### config.mk
export PLATFORM = sky130hd
export DESIGN_NAME = hash_unit
export DESIGN_NICKNAME = d
export VERILOG_FILES = /design/src/rtl/hash_unit.sv
export SDC_FILE = /design/constraint.sdc
export NUM_CORES = 1
export LEC_CHECK = 0
export BUFFER_PORTS_ARGS = -buffer_cell sky130_fd_sc_hd__buf_2
export CAP_MARGIN = 20
export CORE_MARGIN = 8
export CORE_UTILIZATION = 50
export CTS_CLUSTER_DIAMETER = 30
export DETAILED_ROUTE_END_ITERATION = 16
export PLACE_DENSITY_LB_ADDON = 0.3
export SYNTH_ARGS = -nofsm -noshare
export SYNTH_HDL_FRONTEND = slang
export SYNTH_SLANG_ARGS = --single-unit
### constraint.sdc
create_clock -name clk -period 14.3 [get_ports clk]
set_input_delay 2.86 -clock clk [delete_from_list [all_inputs] [get_ports clk]]
set_output_delay 2.86 -clock clk [all_outputs]
set_load 0.01 [all_outputs]
### src/rtl/hash_unit.sv
// Handshaked key hasher: sum-fold, XOR-fold or CRC-8 over a KEY_BYTES key,
// consuming LANES bytes per beat and holding the result until it is accepted.
module hash_unit #(
   parameter int KEY_BYTES = 8,
   parameter int LANES     = 2,
   parameter int DATA_W    = 32
) (
   input  logic                   clk,
   input  logic                   rst,
   input  logic                   in_valid_i,
   output logic                   in_ready_o,
   input  logic [8*KEY_BYTES-1:0] key_i,
   input  logic [1:0]             mode_i,
   output logic                   out_valid_o,
   input  logic                   out_ready_i,
   output logic [DATA_W-1:0]      hash_val_o
);

   localparam int BEATS  = (KEY_BYTES + LANES - 1) / LANES;
   localparam int BEAT_W = (BEATS > 1) ? $clog2(BEATS) : 1;
   localparam logic [BEAT_W-1:0] LAST_BEAT = BEAT_W'(BEATS - 1);

   typedef enum logic [1:0] {
      S_IDLE  = 2'd0,
      S_ACCUM = 2'd1,
      S_FOLD  = 2'd2,
      S_DONE  = 2'd3
   } state_t;

   state_t                 r_state;
   logic [8*KEY_BYTES-1:0] r_key;
   logic [1:0]             r_mode;
   logic [15:0]            r_acc;
   logic [BEAT_W-1:0]      r_beat;
   logic [DATA_W-1:0]      r_hash;
   logic                   r_in_ready;
   logic                   r_out_valid;
   logic [15:0]            w_acc_next;
   logic [8:0]             w_fold;

   // CRC-8, polynomial 0x07, MSB first, one byte
   function automatic logic [7:0] crc8_byte(input logic [7:0] crc, input logic [7:0] data);
      logic [7:0] c;
      c = crc ^ data;
      for (int i = 0; i < 8; i++) begin
         if (c[7]) begin
            c = {c[6:0], 1'b0} ^ 8'h07;
         end else begin
            c = {c[6:0], 1'b0};
         end
      end
      return c;
   endfunction

   function automatic logic [7:0] key_byte(input logic [8*KEY_BYTES-1:0] key, input int idx);
      logic [8*KEY_BYTES-1:0] sh;
      sh = key >> (8 * idx);
      return sh[7:0];
   endfunction

   // One beat of accumulation; lanes past the last key byte are skipped, not padded
   always_comb begin
      w_acc_next = r_acc;
      for (int l = 0; l < LANES; l++) begin
         if (int'(r_beat) * LANES + l < KEY_BYTES) begin
            case (r_mode)
               2'd1:    w_acc_next = {8'h00, w_acc_next[7:0] ^
                                      key_byte(r_key, KEY_BYTES - 1 - (int'(r_beat) * LANES + l))};
               2'd2:    w_acc_next = {8'h00, crc8_byte(w_acc_next[7:0],
                                      key_byte(r_key, KEY_BYTES - 1 - (int'(r_beat) * LANES + l)))};
               default: w_acc_next = w_acc_next + {8'h00,
                                      key_byte(r_key, KEY_BYTES - 1 - (int'(r_beat) * LANES + l))};
            endcase
         end else begin
            w_acc_next = w_acc_next;
         end
      end
   end

   // Final fold of the accumulator into the 9-bit result
   always_comb begin
      w_fold = 9'd0;
      case (r_mode)
         2'd1, 2'd2: w_fold = {1'b0, r_acc[7:0]};
         default:    w_fold = {1'b0, r_acc[15:8]} + {1'b0, r_acc[7:0]};
      endcase
   end

   // Control FSM with registered handshake outputs
   always_ff @(posedge clk) begin
      if (rst) begin
         r_state     <= S_IDLE;
         r_key       <= '0;
         r_mode      <= 2'd0;
         r_acc       <= 16'd0;
         r_beat      <= '0;
         r_hash      <= '0;
         r_in_ready  <= 1'b0;
         r_out_valid <= 1'b0;
      end else begin
         case (r_state)
            S_IDLE: begin
               if (in_valid_i && r_in_ready) begin
                  r_key      <= key_i;
                  r_mode     <= (mode_i == 2'd3) ? 2'd0 : mode_i;
                  r_acc      <= 16'd0;
                  r_beat     <= '0;
                  r_in_ready <= 1'b0;
                  r_state    <= S_ACCUM;
               end else begin
                  r_in_ready <= 1'b1;
               end
            end
            S_ACCUM: begin
               r_acc <= w_acc_next;
               if (r_beat == LAST_BEAT) begin
                  r_state <= S_FOLD;
               end else begin
                  r_beat <= r_beat + BEAT_W'(1);
               end
            end
            S_FOLD: begin
               r_hash      <= DATA_W'(w_fold);
               r_out_valid <= 1'b1;
               r_state     <= S_DONE;
            end
            S_DONE: begin
               if (out_ready_i) begin
                  r_out_valid <= 1'b0;
                  r_in_ready  <= 1'b1;
                  r_state     <= S_IDLE;
               end
            end
            default: begin
               r_state     <= S_IDLE;
               r_in_ready  <= 1'b0;
               r_out_valid <= 1'b0;
            end
         endcase
      end
   end

   assign in_ready_o  = r_in_ready;
   assign out_valid_o = r_out_valid;
   assign hash_val_o  = r_hash;

endmodule

Word-level counts from Yosys, hierarchy flattened

Index checks and enable logic that the tools add are counted.

Register bits after elaboration: 97
Bits of input ports: 70
Output and inout port bits: 34
Word-level logic and storage cells: 124

Add/sub/neg operators: 7
$lt $le $gt $ge: 2
Eq/ne operators: 11
Shift-type cells: 2
Muxes and demuxes: 64
Bitwise gates (word level): 18
Reduce and logical (&&, ||, !) cells: 12

Operators with widths:

| kind                                                                          | number |
|---|---|
| 8-bit 2-to-1 mux                                                              | 28 |
| 64-bit by 32-bit right shift with 8-bit output                                | 2 |
| 16-bit one-hot mux with 2 select lines                                        | 3 |
| 16-bit 2-to-1 mux                                                             | 3 |
| 3-bit 2-to-1 mux                                                              | 16 |
| 3-bit inverter                                                                | 16 |
| 16-bit by 8-bit adder with 16-bit output                                      | 2 |
| 32-bit by 5-bit less-than comparator with 1-bit output, second input constant | 1 |
| 8-bit XOR                                                                     | 2 |
| 2-bit 2-to-1 mux                                                              | 6 |
| 2-bit equality test, second input constant                                    | 5 |
| 8-bit by 8-bit adder with 9-bit output                                        | 1 |
| 9-bit 2-to-1 mux                                                              | 1 |
| 2-bit != test, second input constant                                          | 4 |
| 2-bit one-hot mux with 4 select lines                                         | 1 |
| 2-bit AND reduction                                                           | 4 |
| 3-bit AND reduction                                                           | 2 |
| 2-bit nonzero test                                                            | 3 |
| 3-bit by 4-bit subtractor with 5-bit output, first input constant             | 1 |
| 3-bit by 1-bit adder with 4-bit output, second input constant                 | 1 |
| 2-bit by 1-bit equality test with 1-bit output, second input constant         | 2 |
| 3-bit by 4-bit less-than comparator with 1-bit output, second input constant  | 1 |
| 1-bit one-hot mux with 2 select lines                                         | 2 |
| 2-bit one-hot mux with 2 select lines                                         | 1 |
| other kinds (6)                                                               | 8 |

Logic depth before layout (Yosys ltp)

Gate-level depths: netlist of the first run.

Word-level depth: 69
Gate-level depth with buffers: 20
Depth with buffers taken out: 17

Worst setup path after synthesis of the first run

OpenSTA, ideal clock, no wires.

Path kind: reg-to-reg
Start: register r_beat[0]
End: register r_acc[8]
Setup time: 0.128 ns
Arrival: 4.877 ns
Required time: 14.172 ns
Setup slack: 9.296 ns
Stages on the path, launching flop included: 19
Path buffers: 2
Clock period less this slack: 5.004 ns
Path through: dfxtp_1 -> clkbuf_1 -> buf_2 -> mux4_2 -> ha_1 -> ha_1 -> xnor2_1 -> xnor2_1 -> a221oi_1 -> a21oi_1 -> ha_1 -> ha_1 -> a221oi_2 -> o21ai_0 -> a221o_1 -> xnor2_1 -> a31o_2 -> a21oi_1 -> nor2_1

Word-level cells in the longest chain between the ends: 28
Elaborated cells on any way between the ends: 45
Classes of those cells: add/sub (5); order compare (2); shift (2); mux (27); bitwise (9)

Ends and longest elaborated chain:

| what                                                          | line       | RTL |
|---|---|---|
| from (decl)                                                   | 34         | `logic [BEAT_W-1:0] r_beat;` |
| from (signal assigned)                                        | 119        | `r_beat <= r_beat + BEAT_W'(1);` |
| 3-bit by 3-bit subtractor with 4-bit output                   | 68, 70, 72 |  |
| 64-bit by 32-bit right shift with 8-bit output                | 57         | `sh = key >> (8 * idx);` |
| 8-bit XOR                                                     | 44, 67     |  |
| 3-bit inverter (no source line), or another cell as far along | n/a        |  |
| 3-bit 2-to-1 mux, or another cell as far along                | 46         | `if (c[7]) begin` |
| 8-bit 2-to-1 mux, or another cell as far along                | 66         | `case (r_mode)` |
| 8-bit 2-to-1 mux, or another cell as far along                | 65         | `if (int'(r_beat) * LANES + l < KEY_BYTES) begin` |
| 3-bit inverter (no source line), or another cell as far along | n/a        |  |
| [12 not listed]                                               | n/a        |  |
| 8-bit 2-to-1 mux, or another cell as far along                | 65         |  |
| 3-bit 2-to-1 mux / 8-bit 2-to-1 mux (equally long branches)   | 46, 65     |  |
| 16-bit one-hot mux with 2 select lines                        | 66         |  |
| 16-bit 2-to-1 mux                                             | 65         |  |
| 16-bit by 8-bit adder with 16-bit output                      | 71         | `default: w_acc_next = w_acc_next + {8'h00,` |
| 16-bit one-hot mux with 2 select lines                        | 66         |  |
| 16-bit 2-to-1 mux *                                           | 65         |  |
| 16-bit one-hot mux with 2 select lines *                      | 101        | `case (r_state)` |
| to (signal assigned)                                          | 115        | `r_acc <= w_acc_next;` |
| to (decl)                                                     | 33         | `logic [15:0] r_acc;` |

Every way passes the cells marked *; elsewhere a longest branch is shown, timed or not. The select of a mux whose other input is x is not followed.
A chain may end at the register's enable or synchronous reset.

Worst setup path after layout of the first run

Start: register r_beat[1]
End: register r_acc[8]

The elaborated chain is that of the path after synthesis.

==> metrics.csv, run 1 <==
metric;value;unit
outcome;finished, final reports clean;
grt_pass1_wl;25.9;mm
synthMuxAreaShare;0.0706;
netlist_area;0.00610;mm2
dr.pass1.iters;5;
yosys.area_share.simple;0.182;
numCtsBuffers;9;
overflow;0;
synth_area_leaders;dfxtp_1 32%, nand2_1 9.7%, a21oi_1 8.9%;
synth_top_area_share;0.318;
slew_violations;0;
fin_worst_skew;0.00642;ns
swShare;0.382;
cp.required;14.51;ns
ctsHoldBuffers;0;
core;0.0120;mm2
drt-total-wl;15.7;mm
die_w;126;um
postCtsSetupRepairBufs;0;
postSynthCellCount;751;
drt_iter0_drc;353;
wl_per_cell;16.5;um
dpl.hpwl;11.5;mm
drive_gt1_frac;0.168;
synthAdderAreaFrac;0.0899;
synth_ff_type;dfxtp_1;
layout.nets;910;
maxCapViolations;0;
port_buffers;80;
num_io_pins;104;
synthToLayoutAreaGrowth;10.5;%
vias;5429;
antenna_found_initial;0;
track_usage;0.196;
n_antenna_cell;0;
fin_crit;5.09;ns
power.total;0.960;mW
cts_resized;0;
yosys_warnings;0;
fillCellCount;1099;
hold_class;flop to flop;
layout_worst_path_cycle_share;0.356;
cp-end-kind;flop;
tns;0;ns
cts_tree;yes;
synth_compound_area_frac;0.216;
rsz0062_at_grt;no;
ys_types;72;
h-tree-depth;3;
synth-xor-area-share;0.0501;
clock-sinks;97;
crit_type;flop to flop;
pwr-share-comb;0.406;
synth_seq_area_share;0.318;
yosys.area.top_type;dfxtp_1;
die_y;126;um
syn_avg_cell_area;8.12;um2
crit_arrival;5.30;ns
cts_root_buf;clkbuf_16;
setup_violations;0;
clock_latency;0.36;ns
leakage;2.73;nW
clock_power_share;0.247;
grt_max_degree;98;
synth_top_family_by_area;compound AO/OA/AOI/OAI gates;
clk_pin_slew;0.07;ns
gp_congestion;0.901;
async_reset_ff_frac;0;
clockBufferDepth;2;
fmax;0.197;GHz
final_antenna_net_count;0;
grt_pass1_vias;5343;
synth_edf_count;0;
route.detailed.drc;0;
hold_viol_final;0;
path_max_fanout;19;
critPathLaunchType;flop;
row_count;40;
die_area;0.0160;mm2
worst_pin_slew;0.981;ns
vdd_drop_max;103;uV
seqPwrFrac;0.347;
vias_per_cell;5.71;
p_per_area;142;mW/mm2
synth-seq-cells;97;
p_sw;0.367;mW
slew_headroom;0.346;
intPower;0.593;mW
initial_core_util;0.510;
[cells in the mapped netlist, types with 11 or more instances]
cell and count:
a211oi_1 11, a21oi_1 108, buf_4 25, clkbuf_1 39
dfxtp_1 97, ha_1 39, inv_1 18, mux4_2 16
nand2_1 158, nor2_1 39, nor3_1 11, o21ai_0 29
xnor2_1 25
[critical path: stages (launching register included)]
cell and delay (ns):
dfxtp_1 0.90, mux4_2 0.42, ha_1 0.51, ha_1 0.31, xnor2_1 0.14, xnor2_1 0.13, a221oi_1 0.28, a21oi_1 0.09
ha_1 0.41, ha_1 0.25, a221oi_2 0.32, o21ai_0 0.22, a221o_1 0.39, xnor2_1 0.15, a31o_2 0.26, a21oi_1 0.13
nor2_1 0.05
[registers in the layout (all words and copies together), names as in the netlist]
name / count
hash_val_o: 9
in_ready_o: 1
out_valid_o: 1
r_acc: 16
r_beat: 2
r_key: 64
r_mode: 2
r_state: 2
[power by group through the flow]
| stage | combinational [mW] | sequential (mW) | clock, mW |
|---|---|---|---|
| after global placement | 0.373 | 0.337 | 0 |
| after global routing | 0.432 | 0.338 | 0.252 |
| after floorplan | 0.306 | 0.335 | 0 |
| after CTS | 0.386 | 0.334 | 0.240 |
| final | 0.389 | 0.333 | 0.237 |
| after detailed placement | 0.383 | 0.339 | 0 |
[cell type report]
type | instances | area, um2 | area share
sequential | 97 | 1940 | 0.288
inverter | 18 | 67.6 | 0.0100
timing repair buffer | 85 | 450 | 0.0669
multi-input combinational | 587 | 3800 | 0.565
clock buffer | 10 | 239 | 0.0355
tap | 147 | 184 | 0.0273
clock inverter | 6 | 50.0 | 0.00743
[cell families (layout without fill, tap and decap cells)]
family,after synthesis,in the layout
AOI/OAI and AO/OA,210,210
xor gates and xnor gates,34,34
adders and majority gates,42,42
buffers and inverters,89,119
DFF,97,97
muxes,23,23
other,1,23
and+or+nand+nor,255,255
[path summary, 6_finish.rpt]
kind                                   to      start  cells past startpoint  slack (ns)
worst max-delay path             r_acc[8]  r_beat[1]                     16        9.21
worst min-delay path            r_key[25]  r_key[25]                      2        0.45
worst max register to register   r_acc[8]  r_beat[1]                     16        9.21
worst min register to register  r_key[25]  r_key[25]                      2        0.45
[layout by cell type, fill, tap and decap left out, types with 4 or more instances in the layout]
cell type,instances
a211oi_1,11
a21o_1,8
a21oi_1,108
a221oi_1,6
a22oi_1,5
a31oi_1,4
buf_2,80
buf_4,4
clkbuf_16,9
conb_1,23
dfxtp_1,97
ha_1,39
inv_1,18
mux2i_1,7
mux4_2,16
nand2_1,158
nand2b_1,4
nand3_1,7
nand3b_1,6
nor2_1,39
nor2b_1,7
nor3_1,11
o21ai_0,29
xnor2_1,25
xor2_1,8
[metal layers]
metal	global-route usage	vias up	wire, um
met5	0	-	0
met4	0.0821	0	317
met3	0.0323	23	703
met2	0.330	138	7710
met1	0.244	2581	6960
li1	-	2687	-
[metrics by stage]
step | setup slack [ns] | utilization | hold slack (ns) | instances | area, um2
4_1_cts | 9.22 | 0.562 | 0.454 | 949 | 6720
6_report | 9.21 | 0.563 | 0.452 | 950 | 6740
3_5_place_dp | 9.24 | 0.537 | 0.444 | 933 | 6430
5_1_grt | 8.84 | 0.563 | 0.474 | 950 | 6740
2_1_floorplan | 9.30 | - | 0.433 | 773 | 6180
3_3_place_gp | 9.35 | 0.537 | 0.442 | 933 | 6430
Power figures use the tool's default switching activity.
==> run 2, diff against run 1 <==
- clock period: 14.3 -> 4.6 ns (I/O delays scaled with it)
==> run 2 against run 1 <==
Design area up 2.4%. Hold slack better by 0.0021 ns. Power rose to 3.2 times the previous value. Register-to-register slack worse by 8.9 ns. Utilization up 1.4 points. Fmax up 19%. Clock-buffer cell count up 1. Sequential power rose to 3.2 times the previous value. Critical path depth up 1. Combinational power rose to 3.3 times the previous value. Non-clock buffer count up 18. Largest cell class unchanged.
==> metrics.csv, run 2 (synthesis results as in run 1) <==
metric;value;unit;change
outcome;finished, final reports clean;;
seqCellArea;0.00195;mm2;+0.26%
grt_max_degree;77;;-21%
overflow;0;;unchanged
fmax;0.234;GHz;+19%
hold_viol_final;0;;unchanged
fin_worst_skew;0.00695;ns;+0.000526 ns
p_sw;1.15;mW;+210%
wl_per_cell;16.6;um;+0.22%
grt_pass1_wl;26.5;mm;+2.3%
core;0.0120;mm2;unchanged
drive_gt1_frac;0.189;;+0.0207
layout.nets;928;;+2.0%
critPathLaunchType;flop;;
cts_root_buf;clkbuf_16;;
path_max_fanout;7;;-12
die_area;0.0160;mm2;unchanged
die_w;126;um;unchanged
dr.pass1.iters;5;;unchanged
row_count;40;;unchanged
top_register;r_key;;
r2r_setup_slack;0.32;ns;-8.89 ns
worst_pin_slew;0.775;ns;-0.206 ns
maxCapViolations;0;;unchanged
die_y;126;um;unchanged
pwr-share-comb;0.411;;+0.005
clock-sinks;97;;unchanged
intPower;1.95;mW;+230%
drt-total-wl;16.0;mm;+2.1%
cpMostUsedCell;ha_1;;
clockBufferDepth;2;;unchanged
final_common_cell;nand2_1;;
numCtsBuffers;9;;unchanged
rsz0062_at_grt;no;;
cp.required;4.83;ns;-9.68 ns
dpl.hpwl;12.0;mm;+4.1%
leakage;2.83;nW;+3.7%
crit_arrival;4.51;ns;-0.79 ns
port_buffers;80;;unchanged
slew_headroom;0.484;;+0.137
layout_worst_path_cycle_share;0.931;;+0.575
num_io_pins;104;;unchanged
ctsHoldBuffers;0;;unchanged
fin_crit;4.28;ns;-0.805 ns
hold_class;flop to flop;;
r2r-start;r_beat[0];;
swShare;0.371;;-0.0112
min_from;r_key[7];;
vias;5545;;+2.1%
track_usage;0.201;;+0.00510
seqPwrFrac;0.338;;-0.009
mostFrequentLayoutCells;158 x nand2_1, 108 x a21oi_1, 95 x dfxtp_1;;
antenna_found_initial;0;;unchanged
critical_path.top_delay_family;compound AO/OA/AOI/OAI gates;;
crit_type;flop to flop;;
vias_per_cell;5.73;;+0.24%
clock_latency;0.35;ns;about the same
cts_tree;yes;;
crit_chain;mux4_2 -> ha_1 -> xor2_1 -> xnor2_1 -> a21oi_1 -> nand2_1 -> o21ai_0 -> o21ai_0 -> ha_1 -> ha_1 -> a221oi_2 -> o21ai_1 -> a221o_1 -> xnor2_1 -> a31o_2 -> a21oi_1 -> nor2_1;;
worst_slack;0.319;ns;-8.89 ns
slew_violations;0;;unchanged
dpl_worst_slack;0.112;ns;-9.13 ns
gp_congestion;0.907;;+0.73%
h-tree-depth;3;;unchanged
vdd_drop_max;281;uV;+170%
n_antenna_cell;0;;unchanged
slowest_stage;mux4_2;;
drt_iter0_drc;380;;+7.6%
clk_pin_slew;0.07;ns;about the same
final_antenna_net_count;0;;unchanged
synthToLayoutAreaGrowth;13.2;%;
setup_violations;0;;unchanged
route.detailed.drc;0;;unchanged
largest_register_ff_count;64;;unchanged
grt_pass1_vias;5489;;+2.7%
cpPeakStageDelay;0.56;ns;-0.34 ns
p_per_area;448;mW/mm2;+210%
cp-end-kind;flop;;
tns;0;ns;unchanged
finish.utilization;0.577;;+0.0136
initial_core_util;0.510;;unchanged
clock_power_share;0.251;;+0.004
multi_input_area;0.00381;mm2;+0.16%
path_buf_inv;0;;unchanged
cp-startpoint;r_beat[0];;
fillCellCount;1073;;-2.4%
run 2: worst reg2reg max path, cell delays in order (launching register included):
cell and delay [ns]:
dfxtp_4 0.40, mux4_2 0.56, ha_1 0.41, xor2_1 0.20
xnor2_1 0.16, a21oi_1 0.09, nand2_1 0.09, o21ai_0 0.07
o21ai_0 0.25, ha_1 0.32, ha_1 0.21, a221oi_2 0.28
o21ai_1 0.16, a221o_1 0.38, xnor2_1 0.15, a31o_2 0.26
a21oi_1 0.13, nor2_1 0.05
run 2: path summary, 6_finish.rpt:
kind / endpoint / cells after the start
setup / recovery: r_acc[8] / 17
hold / removal: r_key[7] / 2
setup reg to reg: r_acc[8] / 17
hold reg to reg: r_key[7] / 2
run 2: area by class of cell:
class | instances | area share
clock buffer | 11 | 0.0352
clock inverter | 5 | 0.00907
inverter | 18 | 0.00979
multi-input combinational | 587 | 0.552
sequential | 97 | 0.282
tap | 147 | 0.0267
timing repair buffer | 103 | 0.0849
run 2: stage by stage:
stage / hold slack [ns] / cells / cell area (um2) / power [mW]
3_3_place_gp: 0.441 / 951 / 6560 / 2.28
2_1_floorplan: 0.433 / 773 / 6190 / 1.99
6_report: 0.454 / 968 / 6900 / 3.09
3_5_place_dp: 0.447 / 951 / 6560 / 2.31
4_1_cts: 0.456 / 967 / 6870 / 3.09
5_1_grt: 0.474 / 968 / 6900 / 3.29
run 2: repair_timing:
action / in CTS / in global routing
gates resized for setup: 0 / 5
setup endpoints to repair: 0 / 9
setup buffers: 0 / 0
run 2: power by group through the flow:
| stage | sequential, mW | combinational [mW] | clock, mW |
|---|---|---|---|
| after floorplan | 1.04 | 0.953 | 0 |
| after global placement | 1.06 | 1.22 | 0 |
| after detailed placement | 1.06 | 1.25 | 0 |
| after CTS | 1.04 | 1.26 | 0.792 |
| after global routing | 1.06 | 1.41 | 0.818 |
| final | 1.05 | 1.27 | 0.777 |
run 2: layer usage:
layer	GRT usage	vias to the layer above	share of wire
met5	0	-	0
met4	0.103	0	0.035
met3	0.0436	44	0.054
met2	0.323	190	0.46
met1	0.249	2595	0.45
li1	-	2716	-
